--- src/rtl/mux_select_arbiter_pkg.sv ---
// Shared definitions for the 4:1 multiplexer select arbiter.
// Contents:
//   arb_state_e    - arbiter FSM state encoding (idle = 0, granted = 1)
//   MaxHoldDefault - default maximum grant length in cycles
//   HoldCntWidth   - width of the grant hold counter
//   NumSources     - number of requesters / multiplexer data inputs
//   onehot4()      - 2-bit index to 4-bit one-hot grant vector
package mux_select_arbiter_pkg;

    typedef enum logic {
        StIdle    = 1'b0,
        StGranted = 1'b1
    } arb_state_e;

    localparam int unsigned MaxHoldDefault = 8;
    localparam int unsigned HoldCntWidth   = 4;
    localparam int unsigned NumSources     = 4;

    typedef logic [HoldCntWidth-1:0] hold_cnt_t;

    function automatic logic [NumSources-1:0] onehot4(input logic [1:0] idx);
        return 4'b0001 << idx;
    endfunction

endpackage

--- src/rtl/mux_select_arbiter_if.sv ---
// Request/grant bundle between the four multiplexer sources and the arbiter.
// Signals:
//   req0..req3    - level requests from sources 0..3
//   owner_release - single-cycle pulse from the current owner ending its grant
//   address0/1    - multiplexer select LSB/MSB
//   grant         - one-hot grant, bit i = source i owns the multiplexer
//   grant_valid   - high while a grant is held
//   timeout       - single-cycle pulse on a forced release
// Modports:
//   master - the requester side (drives requests and release)
//   slave  - the arbiter side (drives select, grant and status)
interface mux_select_arbiter_if;

    logic       req0;
    logic       req1;
    logic       req2;
    logic       req3;
    logic       owner_release;
    logic       address0;
    logic       address1;
    logic [3:0] grant;
    logic       grant_valid;
    logic       timeout;

    modport master (
        output req0, req1, req2, req3, owner_release,
        input  address0, address1, grant, grant_valid, timeout
    );

    modport slave (
        input  req0, req1, req2, req3, owner_release,
        output address0, address1, grant, grant_valid, timeout
    );

endinterface

--- src/rtl/mux_select_arbiter_rr_priority_picker.sv ---
// Combinational round-robin picker.
// Ports:
//   req        - 4-bit request vector
//   last_owner - index of the most recent owner; search starts one above it
//   idx        - index of the chosen requester (last_owner when none found)
//   found      - high when at least one request is present
module rr_priority_picker
    import mux_select_arbiter_pkg::*;
(
    input  logic [NumSources-1:0] req,
    input  logic [1:0]            last_owner,
    output logic [1:0]            idx,
    output logic                  found
);

    always_comb begin
        logic [1:0] cand;
        idx   = last_owner;
        found = 1'b0;
        cand  = last_owner;
        // Offsets 1..4 wrap modulo 4, so the last owner is checked last.
        for (int k = 1; k <= 4; k++) begin
            cand = 2'(int'(last_owner) + k);
            if (!found && req[cand]) begin
                idx   = cand;
                found = 1'b1;
            end
        end
    end

endmodule

--- src/rtl/mux_select_arbiter.sv ---
// Round-robin arbiter driving the select lines of a 4:1 multiplexer.
// Ports:
//   clk     - clock, all state updates on the rising edge
//   reset_n - asynchronous active-low reset
//   bus     - request/grant bundle (slave side), see mux_select_arbiter_if
// Parameters:
//   MAX_HOLD - cycles a grant may be held before forced release (1..15)
module mux_select_arbiter
    import mux_select_arbiter_pkg::*;
#(
    parameter int unsigned MAX_HOLD = MaxHoldDefault
) (
    input  logic                 clk,
    input  logic                 reset_n,
    mux_select_arbiter_if.slave  bus
);

    localparam hold_cnt_t MaxHoldCnt = hold_cnt_t'(MAX_HOLD);

    arb_state_e            state_q, state_d;
    logic [NumSources-1:0] grant_q, grant_d;
    logic                  valid_q, valid_d;
    logic [1:0]            addr_q, addr_d;
    logic                  timeout_q, timeout_d;
    hold_cnt_t             hold_cnt_q, hold_cnt_d;
    logic [1:0]            last_owner_q, last_owner_d;

    logic [NumSources-1:0] req_vec;
    logic [1:0]            pick_idx;
    logic                  pick_found;
    logic                  owner_req;
    logic                  hold_done;

    assign req_vec = {bus.req3, bus.req2, bus.req1, bus.req0};

    // While granted, the select lines always name the owner.
    assign owner_req = req_vec[addr_q];
    assign hold_done = (hold_cnt_q == MaxHoldCnt);

    rr_priority_picker u_picker (
        .req        (req_vec),
        .last_owner (last_owner_q),
        .idx        (pick_idx),
        .found      (pick_found)
    );

    always_comb begin
        state_d      = state_q;
        grant_d      = grant_q;
        valid_d      = valid_q;
        addr_d       = addr_q;
        timeout_d    = 1'b0;
        hold_cnt_d   = hold_cnt_q;
        last_owner_d = last_owner_q;
        unique case (state_q)
            StIdle: begin
                if (pick_found) begin
                    state_d    = StGranted;
                    grant_d    = onehot4(pick_idx);
                    valid_d    = 1'b1;
                    addr_d     = pick_idx;
                    hold_cnt_d = hold_cnt_t'(1);
                end else begin
                    // Select lines keep their last value so the mux output is stable.
                    grant_d    = '0;
                    valid_d    = 1'b0;
                    hold_cnt_d = '0;
                end
            end
            StGranted: begin
                if (bus.owner_release || !owner_req || hold_done) begin
                    state_d      = StIdle;
                    grant_d      = '0;
                    valid_d      = 1'b0;
                    hold_cnt_d   = '0;
                    last_owner_d = addr_q;
                    // A voluntary end in the same cycle wins over the forced one.
                    timeout_d    = hold_done && !bus.owner_release && owner_req;
                end else begin
                    hold_cnt_d = hold_cnt_q + 1'b1;
                end
            end
            default: begin
                state_d = StIdle;
            end
        endcase
    end

    always_ff @(posedge clk or negedge reset_n) begin
        if (!reset_n) begin
            state_q      <= StIdle;
            grant_q      <= '0;
            valid_q      <= 1'b0;
            addr_q       <= 2'd0;
            timeout_q    <= 1'b0;
            hold_cnt_q   <= '0;
            last_owner_q <= 2'd3;
        end else begin
            state_q      <= state_d;
            grant_q      <= grant_d;
            valid_q      <= valid_d;
            addr_q       <= addr_d;
            timeout_q    <= timeout_d;
            hold_cnt_q   <= hold_cnt_d;
            last_owner_q <= last_owner_d;
        end
    end

    assign bus.grant       = grant_q;
    assign bus.grant_valid = valid_q;
    assign bus.address0    = addr_q[0];
    assign bus.address1    = addr_q[1];
    assign bus.timeout     = timeout_q;

endmodule

--- src/flat_wrapper.sv ---
// flat-port wrapper written by rule: the top's interface ports become plain ports
module mux_select_arbiter_flat import mux_select_arbiter_pkg::*;
#(
    parameter int unsigned MAX_HOLD = MaxHoldDefault
)
  (clk, reset_n, bus_req0, bus_req1, bus_req2, bus_req3, bus_owner_release, bus_address0, bus_address1, bus_grant, bus_grant_valid, bus_timeout);
  mux_select_arbiter_if bus_i ();
  input  logic clk;
  input  logic reset_n;
  input wire logic [$bits(bus_i.req0)-1:0] bus_req0;
  input wire logic [$bits(bus_i.req1)-1:0] bus_req1;
  input wire logic [$bits(bus_i.req2)-1:0] bus_req2;
  input wire logic [$bits(bus_i.req3)-1:0] bus_req3;
  input wire logic [$bits(bus_i.owner_release)-1:0] bus_owner_release;
  output wire logic [$bits(bus_i.address0)-1:0] bus_address0;
  output wire logic [$bits(bus_i.address1)-1:0] bus_address1;
  output wire logic [$bits(bus_i.grant)-1:0] bus_grant;
  output wire logic [$bits(bus_i.grant_valid)-1:0] bus_grant_valid;
  output wire logic [$bits(bus_i.timeout)-1:0] bus_timeout;
  assign bus_i.req0 = bus_req0;
  assign bus_i.req1 = bus_req1;
  assign bus_i.req2 = bus_req2;
  assign bus_i.req3 = bus_req3;
  assign bus_i.owner_release = bus_owner_release;
  assign bus_address0 = bus_i.address0;
  assign bus_address1 = bus_i.address1;
  assign bus_grant = bus_i.grant;
  assign bus_grant_valid = bus_i.grant_valid;
  assign bus_timeout = bus_i.timeout;
  mux_select_arbiter #(.MAX_HOLD(MAX_HOLD)) u_core (.clk(clk), .reset_n(reset_n), .bus(bus_i));
endmodule
--- config.mk ---
export PLATFORM = sky130hd
export DESIGN_NAME = mux_select_arbiter_flat
export DESIGN_NICKNAME = d
export VERILOG_FILES = /design/src/rtl/mux_select_arbiter_pkg.sv /design/src/rtl/mux_select_arbiter_if.sv /design/src/rtl/mux_select_arbiter_rr_priority_picker.sv /design/src/rtl/mux_select_arbiter.sv /design/src/flat_wrapper.sv
export SDC_FILE = /design/constraint.sdc
export NUM_CORES = 1
export LEC_CHECK = 0
export CORE_MARGIN = 1.5
export CORE_UTILIZATION = 43
export CTS_CLUSTER_DIAMETER = 120
export CTS_CLUSTER_SIZE = 30
export DETAILED_ROUTE_END_ITERATION = 10
export PLACE_DENSITY = 0.77
export SYNTH_ARGS = -nofsm -noshare
export SYNTH_HDL_FRONTEND = slang
export SYNTH_SLANG_ARGS = --single-unit
--- constraint.sdc ---
create_clock -name clk -period 1.3 [get_ports clk]
set_input_delay 0.26 -clock clk [delete_from_list [all_inputs] [get_ports clk]]
set_output_delay 0.26 -clock clk [all_outputs]
set_load 0.1 [all_outputs]
==> results.md <==
* Synth Area in XOR/XNOR at 0.02365
* Vias per Instance at between 5 and 6
* H-tree levels at 1
* Fill count at 90
* Drt first pass iters at 7
* Cells after synthesis at 67
* Final instance area at 0.001221 sq mm
* GP Congestion at 0.7531
* WL per Instance at 16.98 um
* Slew Viols, Final at 0
* Worst Path Arrival at approximately 1.7 ns
* Post-route ant nets at 0
* Fin crit share at 1.125
* Synth Warn # at 0
* Adder-Cell Fraction of Synth Area at 0.03378
* Peak Freq at 683.8 MHz
* Die Ht at roughly 45 um
* Clock Skew at between 0.0007 and 0.0008 ns
* Compound-Gate Fraction of Synth Area at 0.1943
* Worst relative slew slack at 0.7536
* Total CTS buffers at 3
* Clk buf depth at 2
* Diode count at 0
* Die area at 0.001981 sq mm
* CTS tree: built
* Final worst slack at -0.1625 ns
* Mean Syn Cell Area at 11.06 sq um
* Later-pin clock latency in the skew report at about 0.30 ns
* Core area at 0.001559 sq mm
* Placement-stage cell area at 0.001070 sq mm
* DRC at 3
* Final setup vio count at 16
* Critical Setup Path Class: reg2reg
* DR iter-0 viols at 12
* Final hold violations at 0
* Worst-margin pin slew at roughly 0.37 ns
* Total Wirelength at 1919 um
* Utilization after layout at 0.7833
* Largest net degree at the start of global routing at 16
* GRT overflow at 0
* Post-Place Cells at 107
* Mux cell area share after synthesis at 0.05743
* Post-Synth Simple-Gate Area at 0.1503
* Non-filler cells, final at 113
* Worst Path Max Fanout at 4
* Number of global-route vias before repair at 635
* CP Launch Type: flop
* Starting Density at 0.4751
* Tmin final at approximately 1.5 ns
* RSZ-0062 raised after global routing: yes
* Synth unique cells at 30
* Root buffer cell: clkbuf_4
* Main combinational cell family by area after synthesis: compound AO/OA/AOI/OAI gates
* Register area share after synthesis at 0.5101
* Hold Path Class: in2async
* Final layout net count at 107
* Hold slack at between 0.2 and 0.3 ns
* Maxcap violations at 0
* # hold bufs at CTS at 0
* Syn nets at 76
* Global-route usage over all layers at 0.2227
* Crit. End Element: flop
* IO buf count at 14
* Initial antenna violation count at 0
* Via total after detailed routing at 648
* Clock sinks at 15
* Area growth, synth to finish at 64.86%
* Data required, critical path at 1.53 ns
* Mapped cell area at 740.7 sq um
* Top FF cell, synth: dfrtp_1
* CTS clock-pin slew for the worst setup and hold paths at 0.08 ns
* Global-route wire length before repair at about 2900 um
* EDFF count, synth at 0
* Fraction of registers with async set/reset at 1.000
* Hpwl dp at 1271 um
* Layout cells sized above 1 at 0.4948
* # IOs at 15
* # rows at 14
* DIE WIDTH at 44.51 um
* Failing checks: DRC, setup timing
* Seq cells post-synth at 15
* Status: finished, violations left
[placed cells by master (no fill, tap or decap), types with 2 or more instances in the layout]
cell             count
a32o_1               2
nand2b_4             2
buf_12               8
nand3_1              2
a21o_1               2
buf_4               12
mux2i_4              2
a21oi_2              2
dfrtp_1             11
dlygate4sd2_1        4
clkbuf_4             3
ha_1                 2
nor2_1               5
o2bb2ai_2            2
mux2_4               2
nand2_1              2
clkdlybuf4s50_1      2
dfstp_2              2
o21ai_0              4
dfrtp_4              2
inv_1                4
[synthesized netlist by cell type (3+ instances only)]
master / count / share of area
dfrtp_1: 13 / 0.44
inv_1: 4 / 0.020
nand2b_1: 3 / 0.025
nor2_1: 6 / 0.030
o21ai_0: 5 / 0.034
[flip-flops by register name, indices dropped and copies added, names as in the netlist]
signal and cells:
u_core.bus.grant 4, u_core.hold_cnt_q 4, u_core.addr_q 2, u_core.last_owner_q 2, u_core.bus.grant_valid 1, u_core.bus.timeout 1
u_core.state_q 1
[metrics by stage]
stage	setup slack [ns]	setup TNS [ns]
final	-0.1625	-1.483
after CTS	-0.1552	-1.259
after global routing	-0.2115	-2.219
after floorplan	-0.2645	-2.597
after global placement	-0.4237	-4.850
after detailed placement	-0.4749	-5.650
[path summary, 6_finish.rpt]
kind	from	end	slack [ns]	depth (start not counted)
max in group asynchronous	reset_n	u_core.last_owner_q[0]	0.80	2
max	u_core.addr_q[1]	u_core.last_owner_q[1]	-0.16	4
min	reset_n	u_core.addr_q[1]	0.26	2
max reg2reg	u_core.addr_q[1]	u_core.last_owner_q[1]	-0.16	4
min in group clk	u_core.hold_cnt_q[3]	u_core.hold_cnt_q[3]	0.56	2
min reg2reg	u_core.hold_cnt_q[3]	u_core.hold_cnt_q[3]	0.56	2
[cells by family after synthesis]
family          after synthesis
flops                        15
mux                           4
compound gates               19
buf+inv                       5
xor+xnor                      2
simple gates                 20
fa+ha+maj                     2
[worst max-delay path, stage by stage (launching register included)]
cell and delay, ns:
dfrtp_4 0.47, mux2i_4 0.28, o22ai_4 0.11, a21boi_2 0.21, mux2_4 0.32
[final cells by class]
type                            count  area, sq um  share of cell area
Multi-Input combinational cell     47        457.9              0.3750
Tap cell                           16        20.02             0.01639
Sequential cell                    15        385.4              0.3156
Timing Repair Buffer               27        316.6              0.2592
Inverter                            4        15.01             0.01230
Clock buffer                        4        26.28             0.02152
[timing repair]
action / in CTS / in global routing
resized for setup: 21 / 6
setup endpoints to repair: 16 / 16
pin swaps: 6 / 7
buffers inserted: 2 / 0
[metal layers]
metal	global-route usage	wire, um
met1	0.2487	795
met2	0.3623	967
met3	0.05306	83
met4	0.1697	73
met5	0	0
Power is not shown: default switching activity piles up to over one toggle a cycle in this logic, so the estimate is an artifact.
